==> src/rtl/div_seq_64_pkg.sv <==
// Shared types and constants for the 64-bit sequential divider (div_seq_64).
package div_pkg;

  typedef enum logic [1:0] {
    IDLE,
    CALC,
    FIX,
    DONE
  } div_state_e;

  typedef logic [1:0] div_op_t;

  localparam div_op_t DIV_OP_DIV  = 2'b00;
  localparam div_op_t DIV_OP_DIVU = 2'b01;
  localparam div_op_t DIV_OP_REM  = 2'b10;
  localparam div_op_t DIV_OP_REMU = 2'b11;

  localparam int unsigned DIV_ITERS   = 64;
  localparam int unsigned DIV_CNT_W   = $clog2(DIV_ITERS);
  localparam logic [63:0] DIV_INT_MIN = 64'h8000_0000_0000_0000;

  function automatic logic [63:0] div_neg(input logic [63:0] v);
    return ~v + 64'd1;
  endfunction

  function automatic logic div_is_signed(input div_op_t op);
    return (op == DIV_OP_DIV) || (op == DIV_OP_REM);
  endfunction

  function automatic logic div_is_rem(input div_op_t op);
    return (op == DIV_OP_REM) || (op == DIV_OP_REMU);
  endfunction

endpackage

==> src/rtl/div_seq_64_if.sv <==
// Request/response handshake bundle of div_seq_64; master = issuing pipeline, slave = divider.
interface div_seq_64_if;
  import div_pkg::*;

  logic        req_valid;
  logic        req_ready;
  div_op_t     op;
  logic [63:0] dividend;
  logic [63:0] divisor;
  logic        resp_valid;
  logic        resp_ready;
  logic [63:0] result;
  logic        div_by_zero;

  modport master (
    output req_valid, op, dividend, divisor, resp_ready,
    input  req_ready, resp_valid, result, div_by_zero
  );

  modport slave (
    input  req_valid, op, dividend, divisor, resp_ready,
    output req_ready, resp_valid, result, div_by_zero
  );

endinterface

==> src/rtl/div_seq_64_step.sv <==
// One restoring shift-subtract step of the divider: shifts {rem, quo} left and restores.
module div_step_64 (
  input  logic [64:0] rem_i,
  input  logic [63:0] quo_i,
  input  logic [63:0] div_i,
  output logic [64:0] rem_o,
  output logic [63:0] quo_o
);

  logic [65:0] rem_sh;
  logic [65:0] trial;

  // One guard bit above the 65-bit remainder keeps the sign of the trial exact.
  assign rem_sh = {rem_i, quo_i[63]};
  assign trial  = rem_sh - {2'b00, div_i};

  always_comb begin
    rem_o = rem_sh[64:0];
    quo_o = {quo_i[62:0], 1'b0};
    if (!trial[65]) begin
      rem_o    = trial[64:0];
      quo_o[0] = 1'b1;
    end
  end

endmodule

==> src/rtl/div_seq_64.sv <==
// Sequential 64-bit RV64M divider (DIV/DIVU/REM/REMU), one quotient bit per cycle.
// Optional macro DIV_EARLY_OUT_EN: zero divisor and signed overflow complete in one cycle.
module div_seq_64
  import div_pkg::*;
(
  input logic         clk,
  input logic         rst_n,
  div_seq_64_if.slave bus
);

  div_state_e           state_q, state_d;
  div_op_t              op_q, op_d;
  logic                 sign_a_q, sign_a_d;
  logic                 sign_b_q, sign_b_d;
  logic [64:0]          rem_q, rem_d;
  logic [63:0]          quo_q, quo_d;
  logic [63:0]          mag_b_q, mag_b_d;
  logic [DIV_CNT_W-1:0] cnt_q, cnt_d;
  logic [63:0]          result_q, result_d;
  logic                 dbz_q, dbz_d;

  logic                 req_signed;
  logic [63:0]          req_mag_a;
  logic [63:0]          req_mag_b;
  logic [64:0]          step_rem;
  logic [63:0]          step_quo;
  logic [63:0]          fix_quo;
  logic [63:0]          fix_rem;

  assign req_signed = div_is_signed(bus.op);
  assign req_mag_a  = (req_signed && bus.dividend[63]) ? div_neg(bus.dividend) : bus.dividend;
  assign req_mag_b  = (req_signed && bus.divisor[63])  ? div_neg(bus.divisor)  : bus.divisor;

  div_step_64 u_step (
    .rem_i (rem_q),
    .quo_i (quo_q),
    .div_i (mag_b_q),
    .rem_o (step_rem),
    .quo_o (step_quo)
  );

  // A zero divisor leaves the all-ones quotient untouched regardless of signs.
  assign fix_quo = (div_is_signed(op_q) && (sign_a_q != sign_b_q) && (mag_b_q != '0))
                   ? div_neg(quo_q) : quo_q;
  assign fix_rem = (div_is_signed(op_q) && sign_a_q) ? div_neg(rem_q[63:0]) : rem_q[63:0];

  always_ff @(posedge clk or negedge rst_n) begin
    if (!rst_n) begin
      state_q  <= IDLE;
      op_q     <= '0;
      sign_a_q <= 1'b0;
      sign_b_q <= 1'b0;
      rem_q    <= '0;
      quo_q    <= '0;
      mag_b_q  <= '0;
      cnt_q    <= '0;
      result_q <= '0;
      dbz_q    <= 1'b0;
    end else begin
      state_q  <= state_d;
      op_q     <= op_d;
      sign_a_q <= sign_a_d;
      sign_b_q <= sign_b_d;
      rem_q    <= rem_d;
      quo_q    <= quo_d;
      mag_b_q  <= mag_b_d;
      cnt_q    <= cnt_d;
      result_q <= result_d;
      dbz_q    <= dbz_d;
    end
  end

  always_comb begin
    state_d  = state_q;
    op_d     = op_q;
    sign_a_d = sign_a_q;
    sign_b_d = sign_b_q;
    rem_d    = rem_q;
    quo_d    = quo_q;
    mag_b_d  = mag_b_q;
    cnt_d    = cnt_q;
    result_d = result_q;
    dbz_d    = dbz_q;

    unique case (state_q)
      IDLE: begin
        if (bus.req_valid) begin
          op_d     = bus.op;
          sign_a_d = req_signed & bus.dividend[63];
          sign_b_d = req_signed & bus.divisor[63];
          mag_b_d  = req_mag_b;
          rem_d    = '0;
          quo_d    = req_mag_a;
          cnt_d    = DIV_CNT_W'(DIV_ITERS - 1);
          state_d  = CALC;
`ifdef DIV_EARLY_OUT_EN
          if (bus.divisor == '0) begin
            result_d = div_is_rem(bus.op) ? bus.dividend : '1;
            dbz_d    = 1'b1;
            state_d  = DONE;
          end else if (req_signed && (bus.dividend == DIV_INT_MIN) && (bus.divisor == '1)) begin
            result_d = div_is_rem(bus.op) ? '0 : DIV_INT_MIN;
            dbz_d    = 1'b0;
            state_d  = DONE;
          end
`endif
        end
      end

      CALC: begin
        rem_d = step_rem;
        quo_d = step_quo;
        if (cnt_q == '0) begin
          state_d = FIX;
        end else begin
          cnt_d = cnt_q - 1'b1;
        end
      end

      FIX: begin
        result_d = div_is_rem(op_q) ? fix_rem : fix_quo;
        dbz_d    = (mag_b_q == '0);
        state_d  = DONE;
      end

      DONE: begin
        if (bus.resp_ready) begin
          state_d = IDLE;
        end
      end

      default: state_d = IDLE;
    endcase
  end

  assign bus.req_ready   = (state_q == IDLE);
  assign bus.resp_valid  = (state_q == DONE);
  assign bus.result      = result_q;
  assign bus.div_by_zero = dbz_q;

endmodule

==> src/flat_wrapper.sv <==
// flat-port wrapper written by rule: the top's interface ports become plain ports
module div_seq_64_flat import div_pkg::*;
  (clk, rst_n, bus_req_valid, bus_op, bus_dividend, bus_divisor, bus_resp_ready, bus_req_ready, bus_resp_valid, bus_result, bus_div_by_zero);
  div_seq_64_if bus_i ();
  input logic clk;
  input logic rst_n;
  input wire logic [$bits(bus_i.req_valid)-1:0] bus_req_valid;
  input wire logic [$bits(bus_i.op)-1:0] bus_op;
  input wire logic [$bits(bus_i.dividend)-1:0] bus_dividend;
  input wire logic [$bits(bus_i.divisor)-1:0] bus_divisor;
  input wire logic [$bits(bus_i.resp_ready)-1:0] bus_resp_ready;
  output wire logic [$bits(bus_i.req_ready)-1:0] bus_req_ready;
  output wire logic [$bits(bus_i.resp_valid)-1:0] bus_resp_valid;
  output wire logic [$bits(bus_i.result)-1:0] bus_result;
  output wire logic [$bits(bus_i.div_by_zero)-1:0] bus_div_by_zero;
  assign bus_i.req_valid = bus_req_valid;
  assign bus_i.op = bus_op;
  assign bus_i.dividend = bus_dividend;
  assign bus_i.divisor = bus_divisor;
  assign bus_i.resp_ready = bus_resp_ready;
  assign bus_req_ready = bus_i.req_ready;
  assign bus_resp_valid = bus_i.resp_valid;
  assign bus_result = bus_i.result;
  assign bus_div_by_zero = bus_i.div_by_zero;
  div_seq_64 u_core (.clk(clk), .rst_n(rst_n), .bus(bus_i));
endmodule
==> config.mk <==
export PLATFORM = sky130hd
export DESIGN_NAME = div_seq_64_flat
export DESIGN_NICKNAME = d
export VERILOG_FILES = /design/src/rtl/div_seq_64_pkg.sv /design/src/rtl/div_seq_64_if.sv /design/src/rtl/div_seq_64_step.sv /design/src/rtl/div_seq_64.sv /design/src/flat_wrapper.sv
export SDC_FILE = /design/constraint.sdc
export NUM_CORES = 1
export LEC_CHECK = 0
export BUFFER_PORTS_ARGS = -buffer_cell sky130_fd_sc_hd__buf_2
export CAP_MARGIN = 5
export CORE_MARGIN = 2
export CORE_UTILIZATION = 33
export DETAILED_ROUTE_END_ITERATION = 10
export GPL_ROUTABILITY_DRIVEN = 0
export GPL_TIMING_DRIVEN = 1
export REMOVE_ABC_BUFFERS = 1
export SYNTH_ARGS = -nofsm -noshare
export SYNTH_HDL_FRONTEND = slang
export SYNTH_HIERARCHICAL = 1
export SYNTH_SLANG_ARGS = --single-unit
==> constraint.sdc <==
create_clock -name clk -period 5.5 [get_ports clk]
set_input_delay 0.275 -clock clk [delete_from_list [all_inputs] [get_ports clk]]
set_output_delay 0.275 -clock clk [all_outputs]
set_load 0.05 [all_outputs]
==> results of run 1 <==
-- registers in the layout (all words and copies together) (netlist names), 2 cells and up --
name               cells
u_core/op_q            2
u_core/bus.result     64
u_core/rem_q          65
u_core/quo_q          64
u_core/mag_b_q        64
u_core/state_q         2
u_core/cnt_q           6
-- placed cells by master, fill, tap and decap left out, types with 11 or more instances in the layout --
master and n:
nand2_1 340, o21ai_0 273, dfrtp_1 270, a21oi_1 200
buf_2 199, nor2_1 199, xnor2_1 150, xor2_1 145
inv_1 101, ha_1 73, nor3_1 72, a22o_1 65
nor4_1 60, nand3_1 51, or3_1 41, o31ai_1 39
o21ai_1 36, a31oi_1 34, nand4_1 33, o221ai_1 31
clkbuf_16 30, a21o_1 30, buf_4 25, or4_1 22
nand2b_1 20, and3_1 17, o41ai_1 16, dlygate4sd3_1 15
or2_2 14, a22oi_1 11, mux2i_1 11, o21a_1 11
nor2b_1 11, a211oi_1 11
-- worst max-delay path by stage --
stage | to | depth (start not counted) | slack [ns]
2_1_floorplan | u_core/quo_q[0] | 4 | -3.46
3_3_place_gp | u_core/rem_q[59] | 13 | 1.50
3_5_place_dp | u_core/rem_q[59] | 13 | 1.46
4_1_cts | u_core/rem_q[63] | 13 | 1.40
5_1_grt | u_core/rem_q[59] | 13 | 1.19
6_report | u_core/rem_q[63] | 13 | 1.40
-- power breakdown --
group	switching (mW)	total (mW)	internal, mW
sequential	1.10	3.92	2.83
combinational	6.43	9.99	3.56
clock	0.874	2.16	1.28
-- synth_stat cells (36+ instances only) --
library cell and count:
nor4_1 60, clkbuf_1 124, xor2_1 145, nand3_1 51, xnor2_1 150, or3_1 41
o21ai_1 36, buf_4 71, inv_1 102, o21ai_0 275, nand2_1 342, a21oi_1 200
o31ai_1 39, ha_1 74, nor3_1 72, nor2_1 200, a22o_1 65, dfrtp_1 270
-- logic make-up after synthesis --
logic type      count (synthesis)  share of synthesized area
compound gates                853                      0.242
fa+ha+maj                      75                     0.0429
xor+xnor                      295                      0.117
flops                         270                      0.306
buf+inv                       327                     0.0695
simple gates                  949                      0.213
mux                            20                    0.00959
-- worst reg2reg max path: cells and delay by family, from the launching register on --
kind / cells / cell delay, ns
AO/OA/AOI/OAI: 6 / 1.46
adder cells (fa/ha/maj): 1 / 0.40
buffers and inverters: 1 / 0.23
flip-flops: 1 / 0.46
multiplexers: 1 / 0.16
AND/OR/NAND/NOR: 4 / 1.30
-- what timing repair did --
item | CTS | global route
endpoints found under the hold margin | 94 | 0
resized for setup | 0 | 0
hold buffers | 15 | 0
-- per-stage QoR --
stage / worst slack [ns] / instance area (µm²)
after floorplan: -3.46 / 20900
after global placement: 1.50 / 23300
after detailed placement: 1.46 / 23300
after CTS: 1.40 / 24500
after global routing: 1.19 / 24500
final: 1.40 / 24500
-- per-layer routing --
layer	part of all wire	vias to the layer above
li1	-	10100
met1	0.46	9947
met2	0.46	627
met3	0.057	99
met4	0.028	8
met5	0.00062	-
-- area by class of cell --
| class | count | area, µm² | area share |
|---|---|---|---|
| diodes | 10 | 25.0 | 0.00102 |
| clock buffers | 43 | 870 | 0.0355 |
| repair buffers | 242 | 1390 | 0.0567 |
| clock inverters | 13 | 183 | 0.00746 |
| flip-flops and latches | 270 | 6760 | 0.276 |
| inverters | 102 | 383 | 0.0156 |
| multi-input cells | 2192 | 13800 | 0.564 |
| well taps | 864 | 1080 | 0.0441 |
==> results.md, run 1 <==
* Mapped Area at 0.0221 mm²
* Worst-Margin Slew at 1.07 ns
* RSZ-0062 raised after global routing: no
* GRT met2 Usage at 0.336
* Rel. slew slack at 0.282
* Area added between synthesis and finish at 11.0%
* EDFF count, synth at 0
* Synth top area share at 0.306
* Worst Path Max Fanout at 29
* Die Y at 263 µm
* Slew Viols, Final at 0
* Share of cells above drive strength 1 at 0.119
* # DRC at 0
* Starting DRT DRC Count at 1842
* DR WL/cell at 19.8 µm
* R2R setup slack at 1.40 ns
* Leak at 10.2 nW
* Cell count after synthesis at 2789
* Primary FF master, synth: dfrtp_1
* Total power at 16.1 mW
* Post-synth top area cell: dfrtp_1
* CP Data Arrival Time at 4.62 ns
* WHS Path Cells at 3
* Global-route wire length before repair at 116000 µm
* Fin crit share at 0.745
* Worst-skew pair later-pin latency at 0.60 ns
* Async S/R FF share, synth at 1.00
* Dpl cells at 3655
* # setup viols final at 0
* Syn_area_per_cell at 7.91 µm²
* Min-delay worst type: primary input to register
* Final Critical Period at 4.10 ns
* Hold wc startpoint: bus_divisor[61]
* Final Util at 0.371
* Largest net degree at the start of global routing at 124
* Io pins at 201
* CP top delay family: compound AO/OA/AOI/OAI gates
* FF+latch count, synth at 270
* WHS Endpoint: u_core/mag_b_q[61]
* Worst Path Required at 6.02 ns
* Vias in the first global route at 19800
* Area contributors post-synth: dfrtp_1 31%, o21ai_0 6.2%, xnor2_1 6.0%
* R2R depth at 13
* Die area at 0.0689 mm²
* Met1 global-route usage at 0.288
* CP cell instances: ha_1 > a21o_1 > a31oi_1 > a21oi_1 > or2_2 > a41oi_1 > o31ai_2 > mux2i_1 > or2_4 > buf_4 > or4_1 > nand3_1 > a22o_1
* Run status: finished clean
* CP Class: register to register
* Clock slew at reported path FFs at 0.06 ns
* Worst path slowest cell: a41oi_1
* Post-CTS setup buffers at 0
* Max Freq at 0.244 GHz
* Vias at 20800
* Final WL at 74200 µm
* GR Overflow Total at 0
* Crit path launch type: register
* Hold slack at 0.00858 ns
* Nets at 3047
* Slowest stage delay, CP at 0.57 ns
* Max IR drop VDD at 0.392 mV
* Distinct cells, synth at 86
* RR Endpoint: u_core/rem_q[63]
* Final Skew at 0.0259 ns
* Sequential share of the synthesized area at 0.306
* Drt pass-1 iters at 6
* Effective utilization at floorplan at 0.334
* Cell Count, Final, Fillers Out at 3736
* Core Area at 0.0660 mm²
* Die Span X at 263 µm
* TritonCTS Sinks at 270
* Pwr Density at 656 mW/mm²
* Clock Tree Buf Depth at 3
* DR vias/cell at 5.57
* Met3 GRT Util at 0.0283
* Critical path endpoint category: register
* Busiest grt layer: met2
* H-tree levels at 1
* Max Cap Viol at 0
* IO Port Bufs at 200
* Buf/Inv on CP at 1
* Clk root buf: clkbuf_16
* YS warnings at 6
* Detail Placement HPWL at 57100 µm
* RR Startpoint: u_core/rem_q[3]
* Worst setup startpoint: u_core/rem_q[3]
* Tot GR Track Use at 0.209
* Detail Route Antenna Nets at 0
* Antenna violations before repair at 15
* CTS tree: built
* Rows at 94
* Filler cell count in the final layout at 6855
* Final Hold Violating Endpoints at 0
* Cts bufs inserted at 30
* Setup_tns at 0 ns
(Power assumes the default switching activity.)
==> run 2, diff against run 1 <==
- ABC_AREA: not set -> 1
- clock period: 5.5 -> 3.85 ns (I/O delays scaled with it)
==> results.md, run 2 <==
* Distinct cells, synth at 54 (was 86)
* Sequential share of power at 0.193 (was 0.244)
* Tot GR Track Use at 0.249 (was 0.209)
* Combinational share of power at 0.695 (was 0.621)
* Max Used Layer: met5 (unchanged)
* Switch Pwr at 18.4 mW (was 8.40 mW)
* Syn_area_per_cell at 5.67 µm² (was 7.91 µm²)
* Min-delay worst type: primary input to register (unchanged)
* Die Span X at 300 µm (was 263 µm)
* Clock network fraction of total power at 0.112 (was 0.134)
* Primary FF master, synth: dfrtp_1 (unchanged)
* Commonest cells after routing, fill and taps aside: 1661 x nand2_1, 707 x inv_1, 702 x nor2_1 (was 340 x nand2_1, 273 x o21ai_0, 270 x dfrtp_1)
* DR WL/cell at 18.0 µm (was 19.8 µm)
* Final WL at 115000 µm (was 74200 µm)
* Cts bufs inserted at 34 (was 30)
* Detail Placement HPWL at 91100 µm (was 57100 µm)
* Wl on met1 at 49800 µm (was 33800 µm)
* EDFF count, synth at 0 (unchanged)
* CTS tree: built (unchanged)
* Slew Viols, Final at 0 (unchanged)
* Worst Path Required at 4.27 ns (was 6.02 ns)
* Dpl cells at 6278 (was 3655)
* Largest net degree at the start of global routing at 96 (was 124)
* Run status: finished clean (unchanged)
* Rel. slew slack at 0.367 (was 0.282)
* Detail Route Antenna Nets at 0 (unchanged)
* TritonCTS Sinks at 270 (unchanged)
* Pwr Density at 965 mW/mm² (was 656 mW/mm²)
* Most flops, register: u_core/rem_q (unchanged)
* H-tree levels at 2 (was 1)
* Clock Tree Buf Depth at 3 (unchanged)
* Async S/R FF share, synth at 1.00 (unchanged)
* Drt pass-1 iters at 9 (was 6)
* Hold wc startpoint: bus_divisor[63] (was bus_divisor[61])
* Most common cell after layout, fill and taps aside: nand2_1 (unchanged)
* Clk root buf: clkbuf_16 (unchanged)
* IO Port Bufs at 200 (unchanged)
* Rows at 108 (was 94)
* Clock slew at reported path FFs at 0.06 ns (about the same)
* Critical path endpoint category: register (unchanged)
* Crit path launch type: register (unchanged)
* Cell Count, Final, Fillers Out at 6384 (was 3736)
* Leak at 17.0 nW (was 10.2 nW)
* DR WL met2 at 51100 µm (was 34000 µm)
* Post-synth top cells: 1662 x nand2_1, 711 x inv_1, 702 x nor2_1 (was 342 x nand2_1, 275 x o21ai_0, 270 x dfrtp_1)
* # DRC at 0 (unchanged)
* Post-synth top area cell: dfrtp_1 (unchanged)
* DR vias/cell at 5.18 (was 5.57)
* Worst-Margin Slew at 0.949 ns (was 1.07 ns)
* Core Area at 0.0869 mm² (was 0.0660 mm²)
* Hold slack at 0.00589 ns (was 0.00858 ns)
* Worst-skew pair later-pin latency at 0.56 ns (was 0.60 ns)
* Final Critical Period at 3.30 ns (was 4.10 ns)
* GR Overflow Total at 0 (unchanged)
* Io pins at 201 (unchanged)
* Setup_tns at 0 ns (unchanged)
* Fin crit share at 0.857 (was 0.745)
* Final Skew at 0.0183 ns (was 0.0259 ns)
* Max Cap Viol at 0 (unchanged)
* Worst setup startpoint: u_core/rem_q[59] (was u_core/rem_q[3])
* Global-route wire length before repair at 176000 µm (was 116000 µm)
* Effective utilization at floorplan at 0.334 (about the same)
* Die area at 0.0903 mm² (was 0.0689 mm²)
* Post-CTS setup buffers at 0 (unchanged)
* Instance area at placement at 0.0306 mm² (was 0.0233 mm²)
* Internal power at 12.6 mW (was 7.67 mW)
* Total power at 31.1 mW (was 16.1 mW)
* Area contributors post-synth: dfrtp_1 23%, nand2_1 22%, nand3_1 10% (was dfrtp_1 31%, o21ai_0 6.2%, xnor2_1 6.0%)
* Worst Path Max Fanout at 41 (was 29)
* Count leader, synth: nand2_1 (unchanged)
* Cell count after synthesis at 5112 (was 2789)
* Design Area, Final at 0.0322 mm² (was 0.0245 mm²)
* RR Startpoint: u_core/rem_q[59] (was u_core/rem_q[3])
* RSZ-0062 raised after global routing: no (unchanged)
* Vias at 33100 (was 20800)
* Met3 WL post-DR at 8400 µm (was 4200 µm)
* CP Class: register to register (unchanged)
* Net Sw Frac at 0.593 (was 0.523)
* Area added between synthesis and finish at 11.1% (was 11.0%)
* Max IR drop VDD at 0.448 mV (was 0.392 mV)
* Max Freq at 0.303 GHz (was 0.244 GHz)
* Nets at 5413 (was 3047)
* # setup viols final at 0 (unchanged)
* Die Y at 300 µm (was 263 µm)
* YS warnings at 6 (unchanged)
* FF+latch count, synth at 270 (unchanged)
* Antenna violations before repair at 1 (was 15)
* Number of flip-flops under the largest register name at 65 (unchanged)
* Share of cells above drive strength 1 at 0.0889 (was 0.119)
* CP Data Arrival Time at 3.72 ns (was 4.62 ns)
* Sequential share of the synthesized area at 0.233 (was 0.306)
* Vias in the first global route at 30200 (was 19800)
* Synth top area share at 0.233 (was 0.306)
* Mapped Area at 0.0290 mm² (was 0.0221 mm²)
* Starting DRT DRC Count at 3712 (was 1842)
* Final Hold Violating Endpoints at 0 (unchanged)
## run 2: critical path: stages, from the launching register on
cell and delay, ns:
dfrtp_1 0.49, ha_1 0.42, a21o_1 0.21, o21bai_1 0.18, a21oi_1 0.22, o21ai_1 0.18
nor2_4 0.18, nand2_4 0.07, nand2_2 0.47, buf_12 0.29, nand2_1 0.14, o211ai_1 0.17
o21ai_0 0.11
## run 2: final timing paths
path	end	cells past startpoint	slack, ns
min reg2reg	u_core/bus.result[45]	2	0.47
max	u_core/quo_q[0]	12	0.55
min	u_core/mag_b_q[63]	3	0.006
max reg2reg	u_core/quo_q[0]	12	0.55
max in group asynchronous	u_core/mag_b_q[11]	3	2.42
min in group asynchronous	u_core/mag_b_q[59]	2	0.22
## run 2: cell type report
| cell class | count | area, µm² |
|---|---|---|
| Tap cell | 1155 | 1450 |
| Timing Repair Buffer | 280 | 1840 |
| Fill cell | 9765 | 54700 |
| Antenna cell | 1 | 2.50 |
| Sequential cell | 270 | 6760 |
| Inverter | 740 | 2780 |
| Clock buffer | 43 | 966 |
| Multi-Input combinational cell | 3878 | 18200 |
| Clock inverter | 17 | 228 |
## run 2: through the flow
step,setup slack [ns],util
floorplan,-5.49,-
global placement,0.707,0.352
CTS,0.659,0.371
detailed placement,0.677,0.352
global route,0.420,0.371
finish,0.551,0.371
## run 2: cell families (layout without fill, tap and decap cells)
kind of cell    Yosys count  after routing  synth area share
buf+inv                 964           1080             0.141
other cells               0              1                 0
compound gates          470            470            0.0875
fa+ha+maj                75             75            0.0326
xor+xnor                 70             70            0.0211
simple gates           3263           3263             0.484
flops                   270            270             0.233
## run 2: power by group through the flow
stage | clock, mW | sequential [mW] | combinational (mW)
6_report | 3.47 | 6.00 | 21.6
2_1_floorplan | 0 | 6.38 | 13.9
5_1_grt | 3.66 | 6.14 | 23.9
4_1_cts | 3.55 | 5.91 | 21.2
3_3_place_gp | 0 | 5.91 | 21.0
3_5_place_dp | 0 | 5.94 | 21.1
## run 2: timing repair
action	in CTS	in global routing
endpoints found under the hold margin	136	0
endpoints found under the setup margin	0	0
resized for setup	0	0
hold buffers	45	0
## run 2: routing by layer
layer,track usage,vias to the layer above
li1,-,16300
met1,0.336,15100
met2,0.398,1390
met3,0.0285,267
met4,0.112,2
met5,0,-
